[config.mk]
export PLATFORM = sky130hd
export DESIGN_NAME = restoring_divider_seq
export DESIGN_NICKNAME = d
export VERILOG_FILES = /design/src/rtl/div_pkg.sv /design/src/rtl/div_step.sv /design/src/rtl/restoring_divider_seq.sv
export SDC_FILE = /design/constraint.sdc
export NUM_CORES = 1
export LEC_CHECK = 0
export CELL_PAD_IN_SITES_DETAIL_PLACEMENT = 1
export CELL_PAD_IN_SITES_GLOBAL_PLACEMENT = 2
export CORE_MARGIN = 8
export CORE_UTILIZATION = 37
export CTS_BUF_LIST = sky130_fd_sc_hd__clkbuf_8
export DETAILED_ROUTE_END_ITERATION = 12
export DONT_BUFFER_PORTS = 1
export PLACE_DENSITY = 0.76
export SKIP_CTS_REPAIR_TIMING = 1
export SYNTH_ARGS = -nofsm -noshare
export SYNTH_HDL_FRONTEND = slang
export SYNTH_SLANG_ARGS = --single-unit
[constraint.sdc]
create_clock -name clk -period 1.8 [get_ports clk]
set_input_delay 0 -clock clk [delete_from_list [all_inputs] [get_ports clk]]
set_output_delay 0 -clock clk [all_outputs]
set_load 0.02 [all_outputs]
[src/rtl/div_pkg.sv]
// Shared definitions for the sequential divider family: FSM state encoding
// and the step-counter width helper.
package div_pkg;

    // Divider control states. The debug port carries this type directly.
    typedef enum logic [1:0] {
        IDLE = 2'd0,
        RUN  = 2'd1,
        DONE = 2'd2
    } div_state_t;

    // Counter width for the reference 8-bit dividend.
    localparam int DIV_COUNT_W = $clog2(8);

    // Counter width needed to count DIVIDEND_W restoring steps (0 .. W-1).
    function automatic int div_count_w(input int dividend_w);
        return (dividend_w > 1) ? $clog2(dividend_w) : 1;
    endfunction

endpackage

[src/rtl/div_step.sv]
// One restoring-division iteration: shift the next dividend bit into the
// partial remainder, trial-subtract the divisor, and keep the difference
// only when it does not go negative. Purely combinational.
module div_step #(
    parameter int DIVISOR_W = 4
) (
    input  logic [DIVISOR_W-1:0] rem_in,
    input  logic                 bit_in,
    input  logic [DIVISOR_W-1:0] divisor,
    output logic [DIVISOR_W-1:0] rem_out,
    output logic                 q_bit
);

    logic [DIVISOR_W:0] trial;
    logic [DIVISOR_W:0] diff;
    logic               unused_msbs;

    // Shift, compare, conditionally subtract. The partial remainder always
    // stays below the divisor, so the result fits back into DIVISOR_W bits.
    always_comb begin
        trial   = {rem_in, bit_in};
        diff    = trial - {1'b0, divisor};
        q_bit   = (trial >= {1'b0, divisor});
        rem_out = q_bit ? diff[DIVISOR_W-1:0] : trial[DIVISOR_W-1:0];
    end

    // The top bits of trial/diff are always zero whenever they are selected.
    assign unused_msbs = diff[DIVISOR_W] ^ trial[DIVISOR_W];

endmodule

[src/rtl/restoring_divider_seq.sv]
// Multi-cycle restoring divider, one quotient bit per clock, MSB first.
// Optional build macro: SIGNED_DIV_EN (two's-complement operands/results,
// truncating quotient, remainder follows the dividend sign).
//
// Handshake: a transfer happens on a rising edge where valid and ready are
// both high. in_ready is high in IDLE, or in DONE while out_ready is high,
// so a finished result can retire and new operands can be taken on the same
// edge. out_valid is high exactly in DONE and the result is held stable
// until out_ready is seen.
module restoring_divider_seq
    import div_pkg::*;
#(
    parameter int DIVIDEND_W = 8,
    parameter int DIVISOR_W  = 4
) (
    input  logic                  clk,
    input  logic                  reset,
    input  logic                  in_valid,
    output logic                  in_ready,
    input  logic [DIVIDEND_W-1:0] dividend,
    input  logic [DIVISOR_W-1:0]  divisor,
    output logic                  out_valid,
    input  logic                  out_ready,
    output logic [DIVIDEND_W-1:0] quotient,
    output logic [DIVISOR_W-1:0]  remainder,
    output logic                  div_by_zero,
    output div_state_t            dbg_state
);

    localparam int             CW        = div_count_w(DIVIDEND_W);
    localparam logic [CW-1:0]  LAST_STEP = CW'(DIVIDEND_W - 1);

    div_state_t            state;
    logic [DIVIDEND_W-1:0] q_sr;       // remaining dividend bits, quotient shifts in at LSB
    logic [DIVISOR_W-1:0]  rem_r;      // partial remainder
    logic [DIVISOR_W-1:0]  divisor_r;  // latched divisor magnitude
    logic [CW-1:0]         count;
    logic                  dz_r;       // accepted operation has a zero divisor

    logic                  accept;
    logic [DIVIDEND_W-1:0] dvd_mag;
    logic [DIVISOR_W-1:0]  dvs_mag;
    logic [DIVISOR_W-1:0]  step_rem;
    logic                  step_q;
    logic [DIVIDEND_W-1:0] q_raw;
    logic [DIVIDEND_W-1:0] q_final;
    logic [DIVISOR_W-1:0]  r_final;

    assign in_ready  = (state == IDLE) || ((state == DONE) && out_ready);
    assign accept    = in_valid && in_ready;
    assign dbg_state = state;
    assign q_raw     = {q_sr[DIVIDEND_W-2:0], step_q};

    div_step #(
        .DIVISOR_W(DIVISOR_W)
    ) u_step (
        .rem_in (rem_r),
        .bit_in (q_sr[DIVIDEND_W-1]),
        .divisor(divisor_r),
        .rem_out(step_rem),
        .q_bit  (step_q)
    );

`ifdef SIGNED_DIV_EN
    localparam logic [DIVIDEND_W-1:0] DVD_ONE = 1;
    localparam logic [DIVISOR_W-1:0]  DVS_ONE = 1;

    logic neg_q_r;
    logic neg_r_r;

    // Magnitudes into the unsigned core; sign restoration on the final step.
    // The most negative dividend over -1 gives magnitude 2^(W-1) with a
    // positive sign, which reads back as the unchanged dividend.
    always_comb begin
        dvd_mag = dividend[DIVIDEND_W-1] ? (~dividend + DVD_ONE) : dividend;
        dvs_mag = divisor[DIVISOR_W-1]   ? (~divisor + DVS_ONE)  : divisor;
        q_final = neg_q_r ? (~q_raw + DVD_ONE)    : q_raw;
        r_final = neg_r_r ? (~step_rem + DVS_ONE) : step_rem;
    end

    // Result signs captured with the operands.
    always_ff @(posedge clk or negedge reset) begin
        if (!reset) begin
            neg_q_r <= 1'b0;
            neg_r_r <= 1'b0;
        end else if (accept) begin
            neg_q_r <= dividend[DIVIDEND_W-1] ^ divisor[DIVISOR_W-1];
            neg_r_r <= dividend[DIVIDEND_W-1];
        end
    end
`else
    // Unsigned build: operands and results pass straight through.
    always_comb begin
        dvd_mag = dividend;
        dvs_mag = divisor;
        q_final = q_raw;
        r_final = step_rem;
    end
`endif

    // Control FSM with the iteration datapath and registered results.
    always_ff @(posedge clk or negedge reset) begin
        if (!reset) begin
            state       <= IDLE;
            out_valid   <= 1'b0;
            quotient    <= '0;
            remainder   <= '0;
            div_by_zero <= 1'b0;
            q_sr        <= '0;
            rem_r       <= '0;
            divisor_r   <= '0;
            count       <= '0;
            dz_r        <= 1'b0;
        end else if (accept) begin
            state     <= RUN;
            out_valid <= 1'b0;
            q_sr      <= dvd_mag;
            rem_r     <= '0;
            divisor_r <= dvs_mag;
            count     <= '0;
            dz_r      <= (divisor == '0);
        end else begin
            case (state)
                IDLE: begin
                end
                RUN: begin
                    if (dz_r) begin
                        // Zero divisor: no iterations, fixed result one edge later.
                        quotient    <= '1;
                        remainder   <= '0;
                        div_by_zero <= 1'b1;
                        out_valid   <= 1'b1;
                        state       <= DONE;
                    end else begin
                        rem_r <= step_rem;
                        q_sr  <= q_raw;
                        count <= count + CW'(1);
                        if (count == LAST_STEP) begin
                            quotient    <= q_final;
                            remainder   <= r_final;
                            div_by_zero <= 1'b0;
                            out_valid   <= 1'b1;
                            state       <= DONE;
                        end
                    end
                end
                DONE: begin
                    if (out_ready) begin
                        out_valid <= 1'b0;
                        state     <= IDLE;
                    end
                end
                default: begin
                    state <= IDLE;
                end
            endcase
        end
    end

endmodule

* Yosys cells after proc, flatten, opt, wreduce, memory -nomap -nowiden
Cells that the tools add are included.
Storage, ports and cells: ROM bits 0, RAM bits 0, latch bits 0, memories kept 0, register bits 36
Operators by class: add/subtract/negate cells 2, $lt $le $gt $ge 1, shifts and indexed selects 0, $mul 0, multiplexer cells 26, reduce and logical (&&, ||, !) cells 12, equal/unequal tests 7, bitwise logic cells 1, div/mod/pow operators 0
Operators with widths (number):
- 8-bit two-way mux | 5
- 4-bit two-way mux | 6
- 3-bit two-way mux | 3
- 3-bit AND reduction | 3
- 2-bit two-way mux | 4
- 1-bit two-way mux | 6
- 2-bit case mux with 3 select lines | 1
- 5-bit by 4-bit >= comparator with 1-bit output | 1
- 4-bit zero test | 1
- 4-bit inequality test, second input constant | 1
- 2-bit nonzero test | 2
- 4-bit subtractor | 1
- 3-bit by 1-bit adder with 3-bit output, second input constant | 1
- 3-bit equality test, second input constant | 1
- 3-bit inequality test, second input constant | 1
- 3-bit nonzero test | 1
- 2-bit by 1-bit equality test with 1-bit output, second input constant | 1
- 2-bit equality test, second input constant | 1
- 1-bit logical AND | 2
- 2-bit zero test | 1
- 2-bit by 1-bit inequality test with 1-bit output, second input constant | 1
- 2-bit inequality test, second input constant | 1
- 1-bit case mux with 2 select lines | 1
- 2-bit AND reduction | 1
- other kinds (2) | 2

* Depth between registers and ports, before layout
Gate-level depths: netlist of the first run.
depth in word-level cells 6, gate-level depth with buffers 7

* Cells and area by module
A second synthesis of the first run with hierarchy kept.
Second synthesis, totals: cells, all modules 151, area total of the unflattened synthesis 1783.0 µm²
By module, submodules not included:
- restoring_divider_seq | times used 1, cells an instance 123, sequential area each 900.9 µm², area each 1559.0 µm²
- div_step | times used 1, cells an instance 28, sequential area each 0.0 µm², area each 224.0 µm²

* Worst setup path after synthesis of the first run
No wires, ideal clock.
path kind reg2reg, start point register rem_r[1], end point register remainder[3], setup slack 0.061 ns, clock period less this slack 1.739 ns, required time 1.678 ns, stages on the path, launching flop included 6, library setup time 0.122 ns, path buffers 0, arrival 1.618 ns, cells stage by stage dfrtp_1 > ha_1 > a21oi_4 > o21ai_2 > or4_1 > a32o_1
Between the ends: longest elaborated chain between the ends 4, elaborated cells on any way between the ends 5, those cells by class add/sub: 1; order compare: 1; mux: 3
Ends and longest elaborated chain:
- start: declaration | line restoring_divider_seq.sv:35 | logic [DIVISOR_W-1:0] rem_r;
- start signal: assignment | line restoring_divider_seq.sv:135 | rem_r <= step_rem;
- 4-bit subtractor / 5-bit by 4-bit >= comparator with 1-bit output (equally long branches) | line div_step.sv:22, div_step.sv:23
- 4-bit two-way mux (*) | line div_step.sv:24 | rem_out = q_bit ? diff[DIVISOR_W-1:0] : trial[DIVISOR_W-1:0];
- 4-bit two-way mux (*) | line restoring_divider_seq.sv:138 | if (count == LAST_STEP) begin
- 4-bit two-way mux (*) | line restoring_divider_seq.sv:127 | if (dz_r) begin
- end signal: assignment | line restoring_divider_seq.sv:140 | remainder <= r_final;
- end: declaration | line restoring_divider_seq.sv:25 | output logic [DIVISOR_W-1:0] remainder,
Every way passes the cells marked *; elsewhere a longest branch is shown, timed or not. The select of a mux whose other input is x is not followed. A chain may end at the register's enable or synchronous reset.

* Worst setup path after layout of the first run
start point register q_sr[7], end point register remainder[3]
Between the ends: longest elaborated chain between the ends 4, elaborated cells on any way between the ends 5, those cells by class add/sub: 1; order compare: 1; mux: 3
Ends and longest elaborated chain:
- start: declaration | line restoring_divider_seq.sv:34 | logic [DIVIDEND_W-1:0] q_sr;
- start signal: assignment | line restoring_divider_seq.sv:117 | q_sr <= dvd_mag;
- start signal: assignment | line restoring_divider_seq.sv:136 | q_sr <= q_raw;
- 4-bit subtractor / 5-bit by 4-bit >= comparator with 1-bit output (equally long branches) | line div_step.sv:22, div_step.sv:23
- 4-bit two-way mux (*) | line div_step.sv:24
- 4-bit two-way mux (*) | line restoring_divider_seq.sv:138
- 4-bit two-way mux (*) | line restoring_divider_seq.sv:127
Marks and branches as above.

==> results of run 1 <==
-- power breakdown --
group	switching, uW	total (uW)	internal, uW
sequential	458	1640	1180
combinational	1270	2380	1110
clock	285	542	257
-- cell type report --
class | instances | area share, %
sequential | 36 | 41.64
multi-input combinational | 122 | 37.36
timing repair buffer | 31 | 13.07
clock buffer | 5 | 3.181
tap | 54 | 3.123
inverter | 7 | 1.215
clock inverter | 2 | 0.4049
-- state kept, by name (all words and copies together) (netlist names) --
signal       flops
q_sr             8
quotient         8
divisor_r        4
rem_r            4
remainder        4
count            3
dbg_state        2
div_by_zero      1
dz_r             1
out_valid        1
-- cells by family (layout without fill, tap and decap cells) --
group,after synthesis,after routing,synth area share [%]
compound gates,49,49,19.23
xor+xnor,1,1,0.5004
buf+inv,15,45,4.432
flops,36,36,51.47
simple gates,61,61,16.58
mux,4,4,2.359
fa+ha+maj,7,7,5.432
-- metrics by stage --
step	cell area, um2	utilization (%)	worst slack [ps]	hold slack, ps
floorplan	1750	-	60.58	-295.6
global placement	1872	40.43	29.07	-294.2
detailed placement	1872	40.43	-53.96	-293.9
CTS	1949	42.11	-55.28	-617.0
global route	2163	46.73	-17.82	122.4
finish	2163	46.73	48.97	58.62
-- metal layers --
metal  vias to the layer above  global-route usage, %  part of all wire [%]
li1                        658                      -                     -
met1                       654                  16.47                    43
met2                        35                  20.40                    46
met5                         -                      0                     0
met3                         9                  5.756                   7.7
met4                         0                  7.929                   3.0
-- placed cells by master (no fill, tap or decap), types with 5 or more instances in the layout --
| master | count |
|---|---|
| a21o_1 | 6 |
| a22o_1 | 7 |
| buf_4 | 15 |
| clkbuf_8 | 5 |
| dfrtp_1 | 36 |
| dlygate4sd3_1 | 15 |
| inv_1 | 6 |
| nand2_1 | 32 |
| nor2_1 | 10 |
| o21ai_0 | 20 |
| o21ai_1 | 5 |
-- worst register-to-register path: stages, from the launching register on --
cell and delay, ps:
dfrtp_1 390, inv_2 80, ha_4 200, and2b_1 200, o21ai_2 100, or4_4 420
a32o_1 250
-- path summary, 6_finish.rpt --
check	startpoint	end	slack, ps	depth (start not counted)
worst max register to register	q_sr[7]$_DFFE_PN0P_	remainder[3]$_DFFE_PN0P_	50	6
worst min register to register	q_sr[1]$_DFFE_PN0P_	q_sr[1]$_DFFE_PN0P_	540	1
min in group asynchronous	reset	rem_r[3]$_DFFE_PN0P_	170	2
worst min-delay path	in_valid	dbg_state[0]$_DFFE_PN0P_	60	2
worst max-delay path	q_sr[7]$_DFFE_PN0P_	remainder[3]$_DFFE_PN0P_	50	6
max in group asynchronous	reset	dz_r$_DFFE_PN0N_	1430	2
==> impl_metrics.json, run 1 <==
{
  "dieWidth_um": 84.78,
  "crit_slowest_cell": "or4_4",
  "peakVddDrop_mv": 0.8712,
  "drive_gt1_share_pct": 18.23,
  "drtIter0Drc": 86,
  "drt_pre_antenna_iters": 4,
  "finalWirelength_um": 4610,
  "crit_required_ps": 1980,
  "status": "finished clean",
  "num_rows": 25,
  "grt-ovfl-total": 0,
  "ys.flop_type": "dfrtp_1",
  "dieArea_mm2": 0.007188,
  "antenna_found_initial": 0,
  "drv_cap": 0,
  "synth_top_area_cell": "dfrtp_1",
  "clkSinkCount": 36,
  "synth_edf_count": 0,
  "total_power_uw": 4567,
  "finalClockSkew_ps": 5.623,
  "ff_latch_area_um2": 900.9,
  "end_kind": "register",
  "numPlacedInstances": 233,
  "ys_ff_latch": 36,
  "port_buffers": 0,
  "max_freq_ghz": 0.5711,
  "grt_max_degree": 37,
  "p_per_area_mw_per_mm2": 2111,
  "h-tree-depth": 2,
  "finalSetupTns_ps": 0,
  "path_clk_slew_ps": 70,
  "async_flop_share_pct": 100.0,
  "viasPerCell": 5.276,
  "tightest_slew_ps": 414.9,
  "netlist.area_leader.share_pct": 51.47,
  "post-route-period-util_pct": 97.28,
  "yosysSeqAreaShare_pct": 51.47,
  "track_usage_pct": 13.82,
  "boundaryPins": 33,
  "crit_arrival_ps": 1930,
  "synth_nets": 196,
  "grt_pass1_wl_um": 7665,
  "cts_tree": "done",
  "criticalPathCategory": "reg -> reg",
  "core_mm2": 0.004629,
  "synth.distinct_cells": 36,
  "maxSlewHeadroom_pct": 72.34,
  "synth.area.top_cells": "dfrtp_1 51%, o21ai_0 7.1%, nand2_1 6.9%",
  "num_vias": 1356,
  "path_buf_inv": 1,
  "nNetsFinal": 226,
  "leakagePower_uw": 0.001020,
  "grt_pass1_vias": 1435,
  "worstSkewPairLatency_ps": 290,
  "instances_no_fill": 257,
  "drtAntennaViolNets": 0,
  "clock_tree.root_cell": "clkbuf_8",
  "hold_class": "in -> reg",
  "route.detailed.drc": 0,
  "initial_core_util_pct": 37.81,
  "wl_per_cell_um": 17.94,
  "mappedNetlistArea_mm2": 0.001750,
  "ys_top_cells_by_count": "36 x dfrtp_1, 32 x nand2_1, 25 x o21ai_0",
  "dpl.hpwl_um": 3401,
  "maxSlewViolCount": 0,
  "hold_viol": 0,
  "start_kind": "register",
  "setup_viol": 0,
  "period_needed_ps": 1751,
  "n_fill_cell": 511,
  "cp_cell_sequence": "inv_2 > ha_4 > and2b_1 > o21ai_2 > or4_4 > a32o_1",
  "die_y_um": 84.78,
  "syn-mean-instance-area_um2": 10.12,
  "insertedDiodeCount": 0,
  "gp_routability_congestion": 0.8338,
  "areaGrowthSynthToFinish_pct": 23.59,
  "slowest_delay_ps": 420,
  "syn-instance-count": 173,
  "clockBufferDepth": 2,
  "crit_fanout": 3,
  "critical-path-top-delay-family": "simple AND/OR/NAND/NOR gates",
  "numCtsBuffers": 5,
  "multiInputGateArea_um2": 808.3,
  "yosysMostFrequentCell": "dfrtp_1",
  "yosys_warnings": 0
}
(Power assumes the default switching activity.)
==> run 2, diff against run 1 <==
--- a/config.mk
+++ b/config.mk
@@ -5,14 +5,15 @@
 export SDC_FILE = /design/constraint.sdc
 export NUM_CORES = 1
 export LEC_CHECK = 0
+export ABC_AREA = 1
 export CELL_PAD_IN_SITES_DETAIL_PLACEMENT = 1
 export CELL_PAD_IN_SITES_GLOBAL_PLACEMENT = 2
 export CORE_MARGIN = 8
-export CORE_UTILIZATION = 37
+export CORE_UTILIZATION = 35
 export CTS_BUF_LIST = sky130_fd_sc_hd__clkbuf_8
 export DETAILED_ROUTE_END_ITERATION = 12
 export DONT_BUFFER_PORTS = 1
-export PLACE_DENSITY = 0.76
+export PLACE_DENSITY = 0.75
 export SKIP_CTS_REPAIR_TIMING = 1
 export SYNTH_ARGS = -nofsm -noshare
 export SYNTH_HDL_FRONTEND = slang
==> run 2 against run 1 <==
Against the previous run: the flow now finishes with violations (hold timing); fmax grew 3.4%; count of clock-buffer cells in the layout up 1; setup slack improved by 57 ps; die area up 1.8%; synthesized area down 3.3%; core utilization fell by 2.9 points; total power down 6.8%; final area down 4.9%; non-clock buffer count is 7 lower; worst hold slack worse by 78 ps; critical path depth is the same; clock power up 7.9%; critical endpoint is now quotient[0]$_DFFE_PN0P_; largest power group unchanged.
==> impl_metrics.json, run 2 <==
{
  "status": "finished with violations",
  "violations": "hold timing",
  "synth_nets": 209,
  "num_vias": 1340,
  "viasPerCell": 4.981,
  "max_freq_ghz": 0.5903,
  "route.detailed.drc": 0,
  "synth.area.top_cells": "dfrtp_1 53%, nand2_1 11%, inv_1 5.3%",
  "crit_arrival_ps": 1870,
  "leakagePower_uw": 0.001024,
  "cp_cell_sequence": "ha_1 > ha_1 > o21ai_4 > clkinvlp_4 > o21ai_0 > inv_1",
  "path_clk_slew_ps": 70,
  "syn-instance-count": 186,
  "layout_commonest_cell": "nand2_1",
  "maxSlewViolCount": 0,
  "layout_common_cells": "48 x nand2_1, 36 x dfrtp_1, 24 x inv_1",
  "drt_pre_antenna_iters": 4,
  "grt_pass1_wl_um": 7141,
  "end_kind": "register",
  "grt-ovfl-total": 0,
  "synth_top_area_cell": "dfrtp_1",
  "crit_slowest_cell": "dfrtp_1",
  "setup_viol": 0,
  "nNetsFinal": 237,
  "track_usage_pct": 12.46,
  "dieArea_mm2": 0.007318,
  "cp_common_cell": "ha_1",
  "critical-path-top-delay-family": "compound AO/OA/AOI/OAI gates",
  "yosys_warnings": 0,
  "areaGrowthSynthToFinish_pct": 21.58,
  "ys.flop_type": "dfrtp_1",
  "fin_ws_ps": 106.1,
  "synth_edf_count": 0,
  "start_kind": "register",
  "drtAntennaViolNets": 0,
  "h-tree-depth": 2,
  "grt_max_degree": 37,
  "boundaryPins": 33,
  "die_y_um": 85.55,
  "top_regs": "q_sr: 8 flops, quotient: 8 flops",
  "drv_cap": 0,
  "insertedDiodeCount": 0,
  "port_buffers": 0,
  "yosysMostFrequentCell": "nand2_1",
  "finalWirelength_um": 4310,
  "finalInstanceArea_mm2": 0.002058,
  "clock_tree.root_cell": "clkbuf_8",
  "hold_viol": 2,
  "peakVddDrop_mv": 0.6248,
  "wl_per_cell_um": 16.02,
  "async_flop_share_pct": 100.0,
  "pre_cts_slack_ps": 46.71,
  "drive_gt1_share_pct": 14.88,
  "period_needed_ps": 1694,
  "core_mm2": 0.004692,
  "yosysSeqAreaShare_pct": 53.22,
  "worstSkewPairLatency_ps": 280,
  "dpl.hpwl_um": 3192,
  "mappedNetlistArea_mm2": 0.001693,
  "crit_fanout": 8,
  "netlist.area_leader.share_pct": 53.22,
  "finalClockSkew_ps": 6.973,
  "initial_core_util_pct": 36.08,
  "maxSlewHeadroom_pct": 76.09,
  "ys_top_cells_by_count": "48 x nand2_1, 36 x dfrtp_1, 24 x inv_1",
  "path_buf_inv": 2,
  "ys_ff_latch": 36,
  "synth.distinct_cells": 24,
  "criticalPathCategory": "reg -> reg",
  "holdWs_ps": -19.43,
  "clkSinkCount": 36,
  "crit_required_ps": 1980,
  "n_fill_cell": 566,
  "syn-mean-instance-area_um2": 9.101,
  "gp_routability_congestion": 0.7578,
  "place_area_mm2": 0.001745,
  "tightest_slew_ps": 357.3,
  "slowest_delay_ps": 400,
  "post-route-period-util_pct": 94.11,
  "hold_class": "in -> reg",
  "numCtsBuffers": 5,
  "dieWidth_um": 85.55,
  "num_rows": 25,
  "p_per_area_mw_per_mm2": 2067,
  "antenna_found_initial": 0,
  "cts_tree": "done",
  "drtIter0Drc": 86,
  "grt_pass1_vias": 1433,
  "clockBufferDepth": 2
}
## run 2: worst paths after layout
check                                      from  slack (ps)                  endpoint  cells after the start
max in group asynchronous                 reset        1440   quotient[7]$_DFFE_PN0P_                      2
hold / removal                         in_valid         -20     out_valid$_DFFE_PN0P_                      3
setup reg to reg           count[0]$_DFFE_PN0P_         110   quotient[0]$_DFFE_PN0P_                      6
hold reg to reg            rem_r[3]$_DFFE_PN0P_         490      rem_r[3]$_DFFE_PN0P_                      2
setup / recovery           count[0]$_DFFE_PN0P_         110   quotient[0]$_DFFE_PN0P_                      6
min in group asynchronous                 reset         160  remainder[3]$_DFFE_PN0P_                      2
## run 2: tightest hold or removal path: stages
cell and delay, ps:
nor2_1 80, o21ai_0 90, nand2_1 60
## run 2: cell families (layout without fill, tap and decap cells)
logic type               Yosys count  count (layout)  synth area share (%)
AND/OR/NAND/NOR                   80              80                 20.62
flip-flops                        36              36                 53.21
buffers and inverters             32              61                 8.204
AO/OA/AOI/OAI                     30              30                 11.83
adder cells (fa/ha/maj)            7               7                 5.617
XOR/XNOR                           1               1                0.5175
## run 2: metal layers
layer	share of wire, %	up-vias	track usage [%]
met5	0	-	0
li1	-	657	-
met2	48	28	19.53
met4	0.95	0	4.299
met3	6.5	5	4.680
met1	45	650	15.28
## run 2: stage by stage
stage	instances	TNS (ps)	util, %	hold slack (ps)	power, uW
after detailed placement	239	0	37.20	-294.1	3595
after global routing	269	-2.397	43.87	13.81	4661
final	269	0	43.87	-19.43	4255
after floorplan	186	0	-	-295.6	3095
after global placement	239	0	37.20	-294.0	3466
after CTS	247	0	39.20	-609.5	4210
## run 2: layout make-up
type / instances / area, um2 / share of cell area (%)
clock buffers: 6 / 82.58 / 4.012
clock inverters: 2 / 11.26 / 0.5471
inverters: 29 / 112.6 / 5.471
multi-input cells: 118 / 655.6 / 31.85
flip-flops and latches: 36 / 900.9 / 43.77
well taps: 54 / 67.56 / 3.283
repair buffers: 24 / 227.7 / 11.06
## run 2: report_power, final
| part | leakage (uW) | switching (uW) | internal (uW) | total (uW) |
|---|---|---|---|---|
| Combinational | 0.000543 | 1270 | 746 | 2010 |
| Sequential | 0.000433 | 446 | 1210 | 1660 |
| Clock | 0.0000486 | 279 | 305 | 585 |
| Total | 0.00102 | 1990 | 2260 | 4250 |
==> run 3, diff against run 2 <==
--- a/config.mk
+++ b/config.mk
@@ -13,6 +13,7 @@
 export CTS_BUF_LIST = sky130_fd_sc_hd__clkbuf_8
 export DETAILED_ROUTE_END_ITERATION = 12
 export DONT_BUFFER_PORTS = 1
+export GPL_TIMING_DRIVEN = 0
 export PLACE_DENSITY = 0.75
 export SKIP_CTS_REPAIR_TIMING = 1
 export SYNTH_ARGS = -nofsm -noshare
==> run 3 against run 2 <==
Against the previous run: the run now ends clean; worst hold slack gained 220 ps; via count shrank 1.6%; clock power shrank 3.6%; largest cell class unchanged; highest routed layer unchanged.
==> impl_metrics.json, run 3 (same netlist as run 2, synthesis figures left out) <==
{
  "numPlacedInstances": 240,
  "rr_worst_depth": 7,
  "num_rows": 25,
  "dieArea_mm2": 0.007318,
  "crit_required_ps": 1970,
  "timing.rr.start": "count[0]$_DFFE_PN0P_",
  "cts_tree": "done",
  "grt_pass1_wl_um": 6699,
  "nNetsFinal": 234,
  "drv_cap": 0,
  "drt_pre_antenna_iters": 4,
  "n_fill_cell": 544,
  "r2r_slack_ps": 140,
  "critical-path-top-delay-family": "adder cells",
  "tightest_slew_ps": 441.8,
  "finalClockSkew_ps": 4.536,
  "antenna_found_initial": 0,
  "fin_ws_ps": 143.2,
  "cp_common_cell": "ha_1",
  "finalWirelength_um": 4213,
  "cp_cell_sequence": "ha_1 > ha_1 > o21ai_4 > clkinvlp_4 > buf_4 > nor2_1 > a21oi_1",
  "core_mm2": 0.004692,
  "leakagePower_uw": 0.001013,
  "p_per_area_mw_per_mm2": 2056,
  "port_buffers": 0,
  "boundaryPins": 33,
  "start_kind": "register",
  "num_vias": 1318,
  "path_buf_inv": 2,
  "post-route-period-util_pct": 92.04,
  "instances_no_fill": 266,
  "grt-ovfl-total": 0,
  "grt_max_degree": 37,
  "drive_gt1_share_pct": 13.68,
  "criticalPathCategory": "reg -> reg",
  "gp_routability_congestion": 0.7182,
  "hold_class": "in -> async",
  "h-tree-depth": 2,
  "dpl.hpwl_um": 3039,
  "pre_cts_slack_ps": 67.97,
  "layout_common_cells": "47 x nand2_1, 36 x dfrtp_1, 23 x inv_1",
  "path_clk_slew_ps": 70,
  "initial_core_util_pct": 36.08,
  "clkSinkCount": 36,
  "r2r-end": "quotient[6]$_DFFE_PN0P_",
  "maxSlewHeadroom_pct": 70.44,
  "dieWidth_um": 85.55,
  "viasPerCell": 4.955,
  "drtAntennaViolNets": 0,
  "max_freq_ghz": 0.6036,
  "crit_slowest_cell": "dfrtp_1",
  "period_needed_ps": 1657,
  "hold_viol": 0,
  "rsz0062_at_grt": "false",
  "slowest_delay_ps": 400,
  "insertedDiodeCount": 0,
  "route.detailed.drc": 0,
  "wl_per_cell_um": 15.84,
  "drtIter0Drc": 44,
  "holdWs_ps": 201.5,
  "grt_pass1_vias": 1319,
  "maxSlewViolCount": 0,
  "top_regs": "q_sr: 8 flops, quotient: 8 flops",
  "clockBufferDepth": 2,
  "peakVddDrop_mv": 0.7112,
  "finalSetupTns_ps": 0,
  "setup_viol": 0,
  "crit_fanout": 7,
  "areaGrowthSynthToFinish_pct": 20.47,
  "crit_arrival_ps": 1830,
  "clock_tree.root_cell": "clkbuf_8",
  "worstSkewPairLatency_ps": 290,
  "die_y_um": 85.55,
  "end_kind": "register",
  "track_usage_pct": 11.66,
  "status": "finished clean",
  "layout_commonest_cell": "nand2_1",
  "numCtsBuffers": 5
}
-- run 3: cell types whose count changed in the layout (fill, tap and decap cells not counted), sizes merged --
| cell | before | now |
|---|---|---|
| dlygate4sd3 | 14 | 15 |
| clkbuf | 6 | 5 |
| buf | 10 | 6 |
| clkinvlp | 2 | 1 |
| inv | 29 | 28 |
| clkinv | 0 | 3 |
-- run 3: per-layer routing --
metal  up-vias  track usage [%]  routed length [um]
li1        655                -                   -
met1       628            15.84                2006
met2        31            16.36                1912
met3         4            5.158                 263
met4         0            2.866                  30
met5         -                0                   0
-- run 3: final cells by class --
cell class / instances / area (um2) / share of cell area, %
flip-flops and latches: 36 / 900.9 / 44.17
multi-input cells: 118 / 655.6 / 32.15
repair buffers: 18 / 185.2 / 9.080
inverters: 29 / 112.6 / 5.521
clock buffers: 5 / 68.82 / 3.374
well taps: 54 / 67.56 / 3.313
plain buffers: 3 / 30.03 / 1.472
clock inverters: 3 / 18.77 / 0.9202
-- run 3: worst max path at each step --
stage | endpoint | start | depth (start not counted) | slack [ps]
2_1_floorplan | quotient[0]$_DFFE_PN0P_ | count[0]$_DFFE_PN0P_ | 6 | 340
3_3_place_gp | quotient[0]$_DFFE_PN0P_ | count[0]$_DFFE_PN0P_ | 6 | 160
3_5_place_dp | quotient[0]$_DFFE_PN0P_ | count[0]$_DFFE_PN0P_ | 6 | 70
4_1_cts | quotient[0]$_DFFE_PN0P_ | count[0]$_DFFE_PN0P_ | 6 | 80
5_1_grt | rem_r[2]$_DFFE_PN0P_ | q_sr[7]$_DFFE_PN0P_ | 8 | 10
6_report | quotient[6]$_DFFE_PN0P_ | count[0]$_DFFE_PN0P_ | 7 | 140
-- run 3: report_power, final --
part | switching (uW) | total (uW) | internal [uW] | leakage, uW
clock network | 295 | 564 | 269 | 0.0000479
logic | 1230 | 1960 | 730 | 0.000532
registers | 460 | 1670 | 1210 | 0.000433
total | 1980 | 4190 | 2210 | 0.00101
-- run 3: through the flow --
stage / cell area, um2 / utilization (%) / power [uW]
finish: 2039 / 43.47 / 4193
global route: 2039 / 43.47 / 4617
CTS: 1848 / 39.39 / 4173
detailed placement: 1760 / 37.52 / 3590
global placement: 1760 / 37.52 / 3459
floorplan: 1693 / - / 3095
